[src/rtl/pc_branch_unit_if.sv]
// Bus interface for pc_branch_unit: run control, branch request, flag
// capture, target-LUT write port and the PC/status outputs.
// The slave modport is the PC stage; the master modport is its driver.
interface pc_branch_unit_if #(
    parameter int PC_W      = 10,
    parameter int LUT_DEPTH = 16
);
    localparam int LUT_AW = (LUT_DEPTH > 1) ? $clog2(LUT_DEPTH) : 1;

    logic              start;
    logic              halt;
    logic              stall;
    logic              flag_we;
    logic              equal_in;
    logic              less_in;
    logic [2:0]        br_mode;
    logic [7:0]        br_offset;
    logic              lut_we;
    logic [LUT_AW-1:0] lut_waddr;
    logic [PC_W-1:0]   lut_wdata;
    logic [PC_W-1:0]   pc;
    logic              running;
    logic              done;
    logic              taken;
    logic              flag_eq;
    logic              flag_lt;

    modport slave (
        input  start, halt, stall, flag_we, equal_in, less_in,
               br_mode, br_offset, lut_we, lut_waddr, lut_wdata,
        output pc, running, done, taken, flag_eq, flag_lt
    );

    modport master (
        output start, halt, stall, flag_we, equal_in, less_in,
               br_mode, br_offset, lut_we, lut_waddr, lut_wdata,
        input  pc, running, done, taken, flag_eq, flag_lt
    );
endinterface

[src/rtl/pc_branch_unit.sv]
// Program counter and branch resolution stage behind the 8-bit ALU.
// Holds the compare flags, resolves branches on the registered flags and
// runs the start/run/done program handshake.
// Optional feature macro: BRANCH_LUT_EN (absolute branch targets from a
// register LUT instead of PC-relative offsets).
//
// state | meaning
// ------+--------------------------------------------------------------
// IDLE  | out of reset; pc parked at RESET_PC, waiting for start
// RUN   | program executing; pc advances or branches when not stalled
// DONE  | HALT retired; pc shows the halt address until the next start
module pc_branch_unit #(
    parameter int PC_W      = 10,
    parameter int RESET_PC  = 0,
    parameter int LUT_DEPTH = 16
) (
    input  logic                  clk,
    input  logic                  rst_n,
    pc_branch_unit_if.slave       bus
);
    localparam int LUT_AW = (LUT_DEPTH > 1) ? $clog2(LUT_DEPTH) : 1;
    localparam logic [PC_W-1:0] PC_START = PC_W'(RESET_PC);

    localparam logic [1:0] ST_IDLE = 2'd0;
    localparam logic [1:0] ST_RUN  = 2'd1;
    localparam logic [1:0] ST_DONE = 2'd2;

    localparam logic [2:0] BR_BEQ = 3'b001;
    localparam logic [2:0] BR_BNE = 3'b010;
    localparam logic [2:0] BR_BLT = 3'b011;
    localparam logic [2:0] BR_BLE = 3'b100;
    localparam logic [2:0] BR_JMP = 3'b101;

    logic [1:0]      r_state;
    logic [PC_W-1:0] r_pc;
    logic            r_flag_eq;
    logic            r_flag_lt;

    logic            w_run;
    logic            w_cond;
    logic            w_taken;
    logic [PC_W-1:0] w_target;
    logic [PC_W-1:0] w_pc_next;

    assign w_run = (r_state == ST_RUN);

    // Branch condition on the registered flags; a compare in this same
    // cycle only lands at the edge, so it cannot affect this decision.
    always_comb begin
        w_cond = 1'b0;
        case (bus.br_mode)
            BR_BEQ:  w_cond = r_flag_eq;
            BR_BNE:  w_cond = ~r_flag_eq;
            BR_BLT:  w_cond = r_flag_lt;
            BR_BLE:  w_cond = r_flag_lt | r_flag_eq;
            BR_JMP:  w_cond = 1'b1;
            default: w_cond = 1'b0;
        endcase
    end

    // halt and stall both suppress the redirect
    assign w_taken = w_run & ~bus.stall & ~bus.halt & w_cond;

`ifdef BRANCH_LUT_EN
    logic [PC_W-1:0] r_lut [LUT_DEPTH];
    logic            w_unused_offset;

    // Target LUT; writable in any state, read combinationally so a
    // same-cycle write is only seen by later branches.
    always_ff @(posedge clk or negedge rst_n) begin
        if (!rst_n) begin
            for (int i = 0; i < LUT_DEPTH; i++) begin
                r_lut[i] <= '0;
            end
        end else if (bus.lut_we) begin
            r_lut[bus.lut_waddr] <= bus.lut_wdata;
        end
    end

    assign w_target        = r_lut[bus.br_offset[LUT_AW-1:0]];
    assign w_unused_offset = ^bus.br_offset[7:LUT_AW];
`else
    logic w_unused_lut;

    // Relative target, silently wrapping modulo 2^PC_W
    assign w_target     = r_pc + {{(PC_W-8){bus.br_offset[7]}}, bus.br_offset};
    assign w_unused_lut = ^{bus.lut_we, bus.lut_waddr, bus.lut_wdata};
`endif

    assign w_pc_next = w_taken ? w_target : r_pc + 1'b1;

    // Run/halt FSM together with the PC and flag registers it gates
    always_ff @(posedge clk or negedge rst_n) begin
        if (!rst_n) begin
            r_state   <= ST_IDLE;
            r_pc      <= PC_START;
            r_flag_eq <= 1'b0;
            r_flag_lt <= 1'b0;
        end else begin
            case (r_state)
                ST_IDLE, ST_DONE: begin
                    // start is honoured even while stall is high
                    if (bus.start) begin
                        r_state   <= ST_RUN;
                        r_pc      <= PC_START;
                        r_flag_eq <= 1'b0;
                        r_flag_lt <= 1'b0;
                    end
                end
                ST_RUN: begin
                    if (!bus.stall) begin
                        if (bus.flag_we) begin
                            r_flag_eq <= bus.equal_in;
                            r_flag_lt <= bus.less_in;
                        end
                        if (bus.halt) begin
                            r_state <= ST_DONE;
                        end else begin
                            r_pc <= w_pc_next;
                        end
                    end
                end
                default: begin
                    r_state <= ST_IDLE;
                    r_pc    <= PC_START;
                end
            endcase
        end
    end

    assign bus.pc      = r_pc;
    assign bus.running = w_run;
    assign bus.done    = (r_state == ST_DONE);
    assign bus.taken   = w_taken;
    assign bus.flag_eq = r_flag_eq;
    assign bus.flag_lt = r_flag_lt;
endmodule

[src/flat_wrapper.sv]
// flat-port wrapper written by rule: the top's interface ports become plain ports
module pc_branch_unit_flat 
#(
    parameter int PC_W      = 10,
    parameter int RESET_PC  = 0,
    parameter int LUT_DEPTH = 16
)
  (clk, rst_n, bus_start, bus_halt, bus_stall, bus_flag_we, bus_equal_in, bus_less_in, bus_br_mode, bus_br_offset, bus_lut_we, bus_lut_waddr, bus_lut_wdata, bus_pc, bus_running, bus_done, bus_taken, bus_flag_eq, bus_flag_lt);
  pc_branch_unit_if #(.PC_W(PC_W), .LUT_DEPTH(LUT_DEPTH)) bus_i ();
  input  logic clk;
  input  logic rst_n;
  input wire logic [$bits(bus_i.start)-1:0] bus_start;
  input wire logic [$bits(bus_i.halt)-1:0] bus_halt;
  input wire logic [$bits(bus_i.stall)-1:0] bus_stall;
  input wire logic [$bits(bus_i.flag_we)-1:0] bus_flag_we;
  input wire logic [$bits(bus_i.equal_in)-1:0] bus_equal_in;
  input wire logic [$bits(bus_i.less_in)-1:0] bus_less_in;
  input wire logic [$bits(bus_i.br_mode)-1:0] bus_br_mode;
  input wire logic [$bits(bus_i.br_offset)-1:0] bus_br_offset;
  input wire logic [$bits(bus_i.lut_we)-1:0] bus_lut_we;
  input wire logic [$bits(bus_i.lut_waddr)-1:0] bus_lut_waddr;
  input wire logic [$bits(bus_i.lut_wdata)-1:0] bus_lut_wdata;
  output wire logic [$bits(bus_i.pc)-1:0] bus_pc;
  output wire logic [$bits(bus_i.running)-1:0] bus_running;
  output wire logic [$bits(bus_i.done)-1:0] bus_done;
  output wire logic [$bits(bus_i.taken)-1:0] bus_taken;
  output wire logic [$bits(bus_i.flag_eq)-1:0] bus_flag_eq;
  output wire logic [$bits(bus_i.flag_lt)-1:0] bus_flag_lt;
  assign bus_i.start = bus_start;
  assign bus_i.halt = bus_halt;
  assign bus_i.stall = bus_stall;
  assign bus_i.flag_we = bus_flag_we;
  assign bus_i.equal_in = bus_equal_in;
  assign bus_i.less_in = bus_less_in;
  assign bus_i.br_mode = bus_br_mode;
  assign bus_i.br_offset = bus_br_offset;
  assign bus_i.lut_we = bus_lut_we;
  assign bus_i.lut_waddr = bus_lut_waddr;
  assign bus_i.lut_wdata = bus_lut_wdata;
  assign bus_pc = bus_i.pc;
  assign bus_running = bus_i.running;
  assign bus_done = bus_i.done;
  assign bus_taken = bus_i.taken;
  assign bus_flag_eq = bus_i.flag_eq;
  assign bus_flag_lt = bus_i.flag_lt;
  pc_branch_unit #(.PC_W(PC_W), .RESET_PC(RESET_PC), .LUT_DEPTH(LUT_DEPTH)) u_core (.clk(clk), .rst_n(rst_n), .bus(bus_i));
endmodule
[config.mk]
export PLATFORM = sky130hd
export DESIGN_NAME = pc_branch_unit_flat
export DESIGN_NICKNAME = d
export VERILOG_FILES = /design/src/rtl/pc_branch_unit_if.sv /design/src/rtl/pc_branch_unit.sv /design/src/flat_wrapper.sv
export SDC_FILE = /design/constraint.sdc
export NUM_CORES = 1
export LEC_CHECK = 0
export BUFFER_PORTS_ARGS = -buffer_cell sky130_fd_sc_hd__buf_2
export CAP_MARGIN = 20
export CORE_ASPECT_RATIO = 1.5
export CORE_MARGIN = 2
export CORE_UTILIZATION = 46
export DETAILED_ROUTE_END_ITERATION = 10
export PLACE_DENSITY = 0.78
export SYNTH_ARGS = -nofsm -noshare
export SYNTH_HDL_FRONTEND = slang
export SYNTH_SLANG_ARGS = --single-unit
[constraint.sdc]
create_clock -name clk -period 3.9 [get_ports clk]
set_input_delay 0.39 -clock clk [delete_from_list [all_inputs] [get_ports clk]]
set_output_delay 0.39 -clock clk [all_outputs]
set_load 0.02 [all_outputs]
## Yosys cells after proc, flatten, opt, wreduce, memory -nomap -nowiden

Index checks and enable logic that the tools add are counted.

| storage, ports and cells | value |
|---|---|
| register bits | 14 |
| input bits | 34 |
| output and inout port bits | 15 |
| logic and storage cells | 48 |

| cells by class | value |
|---|---|
| add/subtract/negate cells | 2 |
| equal/unequal tests | 12 |
| muxes and demuxes | 17 |
| bitwise gates (word level) | 7 |
| reduce and logical (&&, ||, !) cells | 6 |

Operators by type and width:

| cell | number |
|---|---|
| $mux 10 | 4 |
| $pmux 10 s2 | 1 |
| $add 10x1->10 const B | 1 |
| $add 10x10->10 | 1 |
| $ne 2x2->1 const B | 5 |
| $eq 3x2->1 const B | 2 |
| $eq 3x3->1 const B | 2 |
| $mux 2 | 3 |
| $reduce_and 3->1 | 2 |
| $mux 1 | 5 |
| $pmux 1 s5 | 1 |
| $pmux 1 s2 | 2 |
| $pmux 2 s2 | 1 |
| $reduce_and 4->1 | 1 |
| $and 1x1->1 | 3 |
| $eq 3x1->1 const B | 1 |
| $not 1->1 | 3 |
| $eq 2x1->1 const B | 1 |
| $eq 2x2->1 const B | 1 |
| $logic_not 2->1 | 1 |
| $reduce_bool 2->1 | 1 |
| $reduce_or 2->1 | 1 |
| $or 1x1->1 | 1 |

## Longest topological paths before layout

| logic depth | value |
|---|---|
| depth in word-level cells | 8 |
| gate-level depth with buffers | 14 |
| mapped depth without buffers | 13 |

## Least setup slack after synthesis

OpenSTA, ideal clock, no wires.

| timing | value |
|---|---|
| path type | register -> register |
| start | register u_core.r_flag_eq (netlist: u_core.bus.flag_eq) |
| end | register u_core.r_pc[8] (netlist: u_core.bus.pc[8]) |
| library setup time | 122 ps |
| arrival | 2,927 ps |
| setup slack | 852 ps |
| cell stages (with the launch flop) | 15 |
| path through | dfrtp_1 o21a_1 o221a_2 o21a_1 buf_6 nand2b_1 ha_1 inv_1 fa_1 nor2b_4 o21ai_2 a21o_4 a2111oi_4 o21ai_1 a32o_1 |

| on the way | value |
|---|---|
| cells in the longest elaborated chain, start to end | 7 |
| elaborated cells between the ends (all ways) | 8 |
| classes of those cells | mux: 5; bitwise: 3 |

RTL lines:

| element | RTL line | text |
|---|---|---|
| start, declared | pc_branch_unit.sv:36 | `logic r_flag_eq;` |
| start signal, assigned | pc_branch_unit.sv:113 | `r_flag_eq <= bus.equal_in;` |
| $or 1x1->1 / $not 1->1 (equally long branches) | pc_branch_unit.sv:55, pc_branch_unit.sv:53 |  |
| $pmux 1 s5 (*) | pc_branch_unit.sv:51 | `case (bus.br_mode)` |
| $and 1x1->1 (*) | pc_branch_unit.sv:62 | `assign w_taken = w_run & ~bus.stall & ~bus.halt & w_cond;` |
| via bus_taken | flat_wrapper.sv:26 | `output wire logic [$bits(bus_i.taken)-1:0] bus_taken;` |
| $mux 10 (*) | pc_branch_unit.sv:90 | `assign w_pc_next = w_taken ? w_target : r_pc + 1'b1;` |
| $mux 10 (*) | pc_branch_unit.sv:116 | `if (bus.halt) begin` |
| $mux 10 (*) | pc_branch_unit.sv:111 | `if (!bus.stall) begin` |
| $pmux 10 s2 (*) | pc_branch_unit.sv:100 | `case (r_state)` |
| end signal, assigned | pc_branch_unit.sv:119 | `r_pc <= w_pc_next;` |
| end, declared | pc_branch_unit.sv:35 | `logic [PC_W-1:0] r_pc;` |

The timed path passes the listed nets; every way through them passes the cells marked *. The select of a mux whose other input is x is not followed.
A chain may end at the register's enable or synchronous reset.

## Worst setup path in the final report

| timing | value |
|---|---|
| start | register u_core.r_flag_eq (netlist: u_core.bus.flag_eq) |
| end | register u_core.r_pc[8] (netlist: u_core.bus.pc[8]) |

| on the way | value |
|---|---|
| cells in the longest elaborated chain, start to end | 7 |
| elaborated cells between the ends (all ways) | 8 |
| classes of those cells | mux: 5; bitwise: 3 |

RTL lines:

| element | RTL line |
|---|---|
| $or 1x1->1 / $not 1->1 (equally long branches) | pc_branch_unit.sv:55, pc_branch_unit.sv:53 |
| $pmux 1 s5 (*) | pc_branch_unit.sv:51 |
| $and 1x1->1 (*) | pc_branch_unit.sv:62 |
| $mux 10 (*) | pc_branch_unit.sv:90 |
| $mux 10 (*) | pc_branch_unit.sv:116 |
| $mux 10 (*) | pc_branch_unit.sv:111 |
| $pmux 10 s2 (*) | pc_branch_unit.sv:100 |

Mark *: on every way between the ends. The rest lies on a longest branch, timed or not. The select of a mux whose other input is x is not followed.

==> impl_results.rst <==
.. list-table::
   :header-rows: 1

   * - Metric
     - Value
   * - Net count of the mapped netlist
     - 164
   * - Max-capacitance violation count
     - 0
   * - Drt via density
     - 5.74
   * - Count of vias placed by the detailed router
     - 1028
   * - Initial core utilization
     - 48.7%
   * - Final period utilization
     - 82.9%
   * - Status
     - finished, violations left
   * - Req. time, crit path
     - 4.08 ns
   * - Type of the tightest min-delay check
     - input port to async pin
   * - H-tree levels
     - 1
   * - Count of pins on the block boundary
     - 49
   * - Cells along the critical path
     - o21a_1 -> o221a_2 -> o21a_1 -> nand2b_1 -> ha_1 -> inv_1 -> fa_1 -> nor2b_4 -> o21ai_2 -> a21o_4 -> a2111oi_4 -> o21ai_1 -> a32o_1
   * - Number of DRC violations after detailed-routing iteration 0
     - 17
   * - Number of synthesized register bits
     - 14
   * - Cell Area, Synth
     - 0.00109 mm2
   * - Wl on met1
     - 1.03 mm
   * - Antenna diode instance count
     - 0
   * - Clock tree from TritonCTS
     - built
   * - Overflow after GRT
     - 0
   * - Number of antenna violations at the first check in global routing
     - 0
   * - Met2 layer wire length in the routed design
     - 1.26 mm
   * - Rows
     - 21
   * - Floorplan core area
     - 0.00223 mm2
   * - TritonCTS Buffers
     - 3
   * - Number of global-route vias before repair
     - 1014
   * - Vertical die dimension
     - 63.6 um
   * - Aggregate global-route resource usage
     - 20.2%
   * - Peak supply drop
     - 0.000304 V
   * - Final number of max-transition violations
     - 0
   * - Mean instance size in the synthesized netlist
     - 9.07 um2
   * - Share of cells above drive strength 1
     - 29.5%
   * - CP Class
     - register to register
   * - Die extent in x
     - 43.7 um
   * - Slowest Stage Delay on Critical Path
     - 0.43 ns
   * - Post-DP HPWL
     - 1.92 mm
   * - Post-synthesis instance total
     - 120
   * - Post-Route Setup TNS
     - 0 ns
   * - Slew Limit Headroom
     - 33.7%
   * - Pin slew with the least headroom to its limit
     - 0.995 ns
   * - Fin crit period
     - 3.23 ns
   * - Clock skew after layout
     - 0.00113 ns
   * - Highest achievable clock rate
     - 309 MHz
   * - Gp weighted congestion
     - 0.815
   * - Arr. time, crit path
     - 3.41 ns
   * - Port-buffer cells
     - 33
   * - Worst Hold Slack
     - -0.00372 ns
   * - Area growth, synth to finish
     - 20.5%
   * - Root buffer cell
     - clkbuf_4
   * - Final number of setup-violating endpoints
     - 0
   * - Overall power of the completed layout
     - 0.534 mW
   * - Proportion of synthesized chip area in sequential cells
     - 32.2%
   * - Crit path max fanout
     - 11
   * - Fin. Hold Viols
     - 14
   * - Power per standard cell area
     - 407 mW/mm2
   * - Fin cells
     - 179
   * - Post-synthesis cell type count
     - 41
   * - Hold bufs inserted after CTS
     - 0
   * - Violated checks
     - negative hold slack
   * - Wire length of the first global-routing pass
     - 4.37 mm
   * - Number of nets in the layout
     - 201
   * - Area of the die
     - 0.00278 mm2
   * - Number of buffers and inverters on the critical path
     - 1
   * - # placed instances
     - 175
   * - Clock Sink Count
     - 14
   * - Total wirelength of the detailed-routed design
     - 2.47 mm
   * - Highest-delay cell along the critical path
     - dfrtp_1
   * - Total setup buffers inserted after CTS
     - 0
   * - Largest buffer count on any clock path
     - 2
   * - Dominant register cell in the synthesized netlist
     - dfrtp_1
   * - Clk slew on worst S/H paths
     - 0.09 ns
   * - Crit end category
     - register
   * - Area share of the largest cell type after synthesis
     - 32.2%
   * - RSZ-0062 raised after global routing
     - no
   * - Routed wl met3
     - 138 um
   * - Number of synthesized flops with an enable pin
     - 0
   * - Total of warnings raised by yosys
     - 0
   * - Top cells by area, synth
     - dfrtp_1, ha_1, nand2_1, o21ai_0, inv_1
   * - ANT nets after route
     - 0
   * - Top cell family by delay on the critical path
     - compound AO/OA/AOI/OAI gates
   * - Most area-hungry cell type in the Yosys netlist
     - dfrtp_1
   * - Most frequent cell on the critical path
     - o21a_1
   * - Worst-skew pair later-pin latency
     - 0.28 ns
   * - Share of flip-flops with an asynchronous set or reset
     - 100%
   * - Kind of launch point of the worst setup path
     - register
   * - First-pass iteration count of the detailed router
     - 4
   * - Cts repair resizes
     - 0
   * - DR WL/cell
     - 13.8 um
   * - Leakage power
     - 0.658 nW
   * - Top Layer Used
     - met4
   * - Final routed DRC violation total
     - 0
   * - Pin count of the biggest net entering global routing
     - 15
## per-stage QoR
stage	instance area [um2]	util [%]	setup WS (ns)	hold WS [ns]
after floorplan	1090	-	0.852	0.0944
after global placement	1270	57.1	0.728	0.307
after detailed placement	1270	57.1	0.677	0.318
after CTS	1310	58.7	0.658	0.00541
after global routing	1310	58.7	0.492	0.00272
final	1310	58.7	0.668	-0.00372
## per-layer routing
layer	global-route usage, %	vias up
met2	36.2	37
met5	0	-
met4	7.58	0
met1	23.3	479
li1	-	508
met3	2.58	4
## worst register-to-register path: cells and delay by family (launching register included)
family	cells	cell delay [ns]
compound gates	8	1.76
simple gates	2	0.28
fa+ha+maj	2	0.62
flops	1	0.43
buf+inv	1	0.07
## worst paths after layout
path                       cells past startpoint          startpoint  slack (ns)                  to
min                                            1               rst_n      -0.004    u_core.bus.pc[4]
max reg2reg                                   13  u_core.bus.flag_eq        0.67    u_core.bus.pc[8]
min reg2reg                                    2    u_core.bus.pc[2]        0.52    u_core.bus.pc[2]
max                                           13  u_core.bus.flag_eq        0.67    u_core.bus.pc[8]
max in group asynchronous                      1               rst_n        3.65  u_core.bus.flag_eq
min in group clk                               3         bus_less_in        0.34  u_core.bus.flag_lt
## kinds of logic after synthesis
kind of cell | Yosys count | share of synthesized area (%)
fa+ha+maj | 10 | 12.2
simple gates | 43 | 22.1
flops | 14 | 32.2
compound gates | 38 | 26.8
xor+xnor | 2 | 1.61
buf+inv | 13 | 5.17
## synth_stat cells (all sizes together), types with 2 or more instances
cell type and count:
o21a 2, ha 9, or3 2, a211oi 4, nand3 2, nand2b 2, nor3 3, dfrtp 14
o21ai 13, nor2 4, nand2 16, and2 6, a21oi 3, nor2b 3, a21o 3, a22o 2
inv 11, a32o 3, o22ai 2
## registers in the layout (all words and copies together) (netlist names)
| name | flops |
|---|---|
| u_core.r_state | 2 |
| u_core.bus.flag_eq | 1 |
| u_core.bus.pc | 10 |
| u_core.bus.flag_lt | 1 |
## power breakdown
part           total [mW]  internal (mW)  switching, mW  leakage (nW)
logic               0.225         0.0825          0.143         0.447
registers           0.200          0.172         0.0281         0.190
clock network       0.109         0.0568         0.0519        0.0210
## final cells by class
class	count	area, um2
Clock buffer	4	36.3
Fill cell	215	922
Inverter	11	41.3
Multi-Input combinational cell	93	682
Sequential cell	14	350
Tap cell	23	28.8
Timing Repair Buffer	34	173
## placed cells by master, fill, tap and decap left out, types with 3 or more instances in the layout
| master | Yosys | layout |
|---|---|---|
| nand2_1 | 16 | 16 |
| a32o_1 | 3 | 3 |
| a211oi_1 | 4 | 4 |
| ha_1 | 9 | 9 |
| a21oi_1 | 3 | 3 |
| and2_1 | 6 | 6 |
| buf_2 | 0 | 33 |
| nor2_1 | 4 | 4 |
| o21ai_0 | 11 | 11 |
| dfrtp_1 | 14 | 14 |
| inv_1 | 11 | 11 |
| clkbuf_4 | 0 | 3 |
Note: power is estimated with default switching activity, not from simulation.
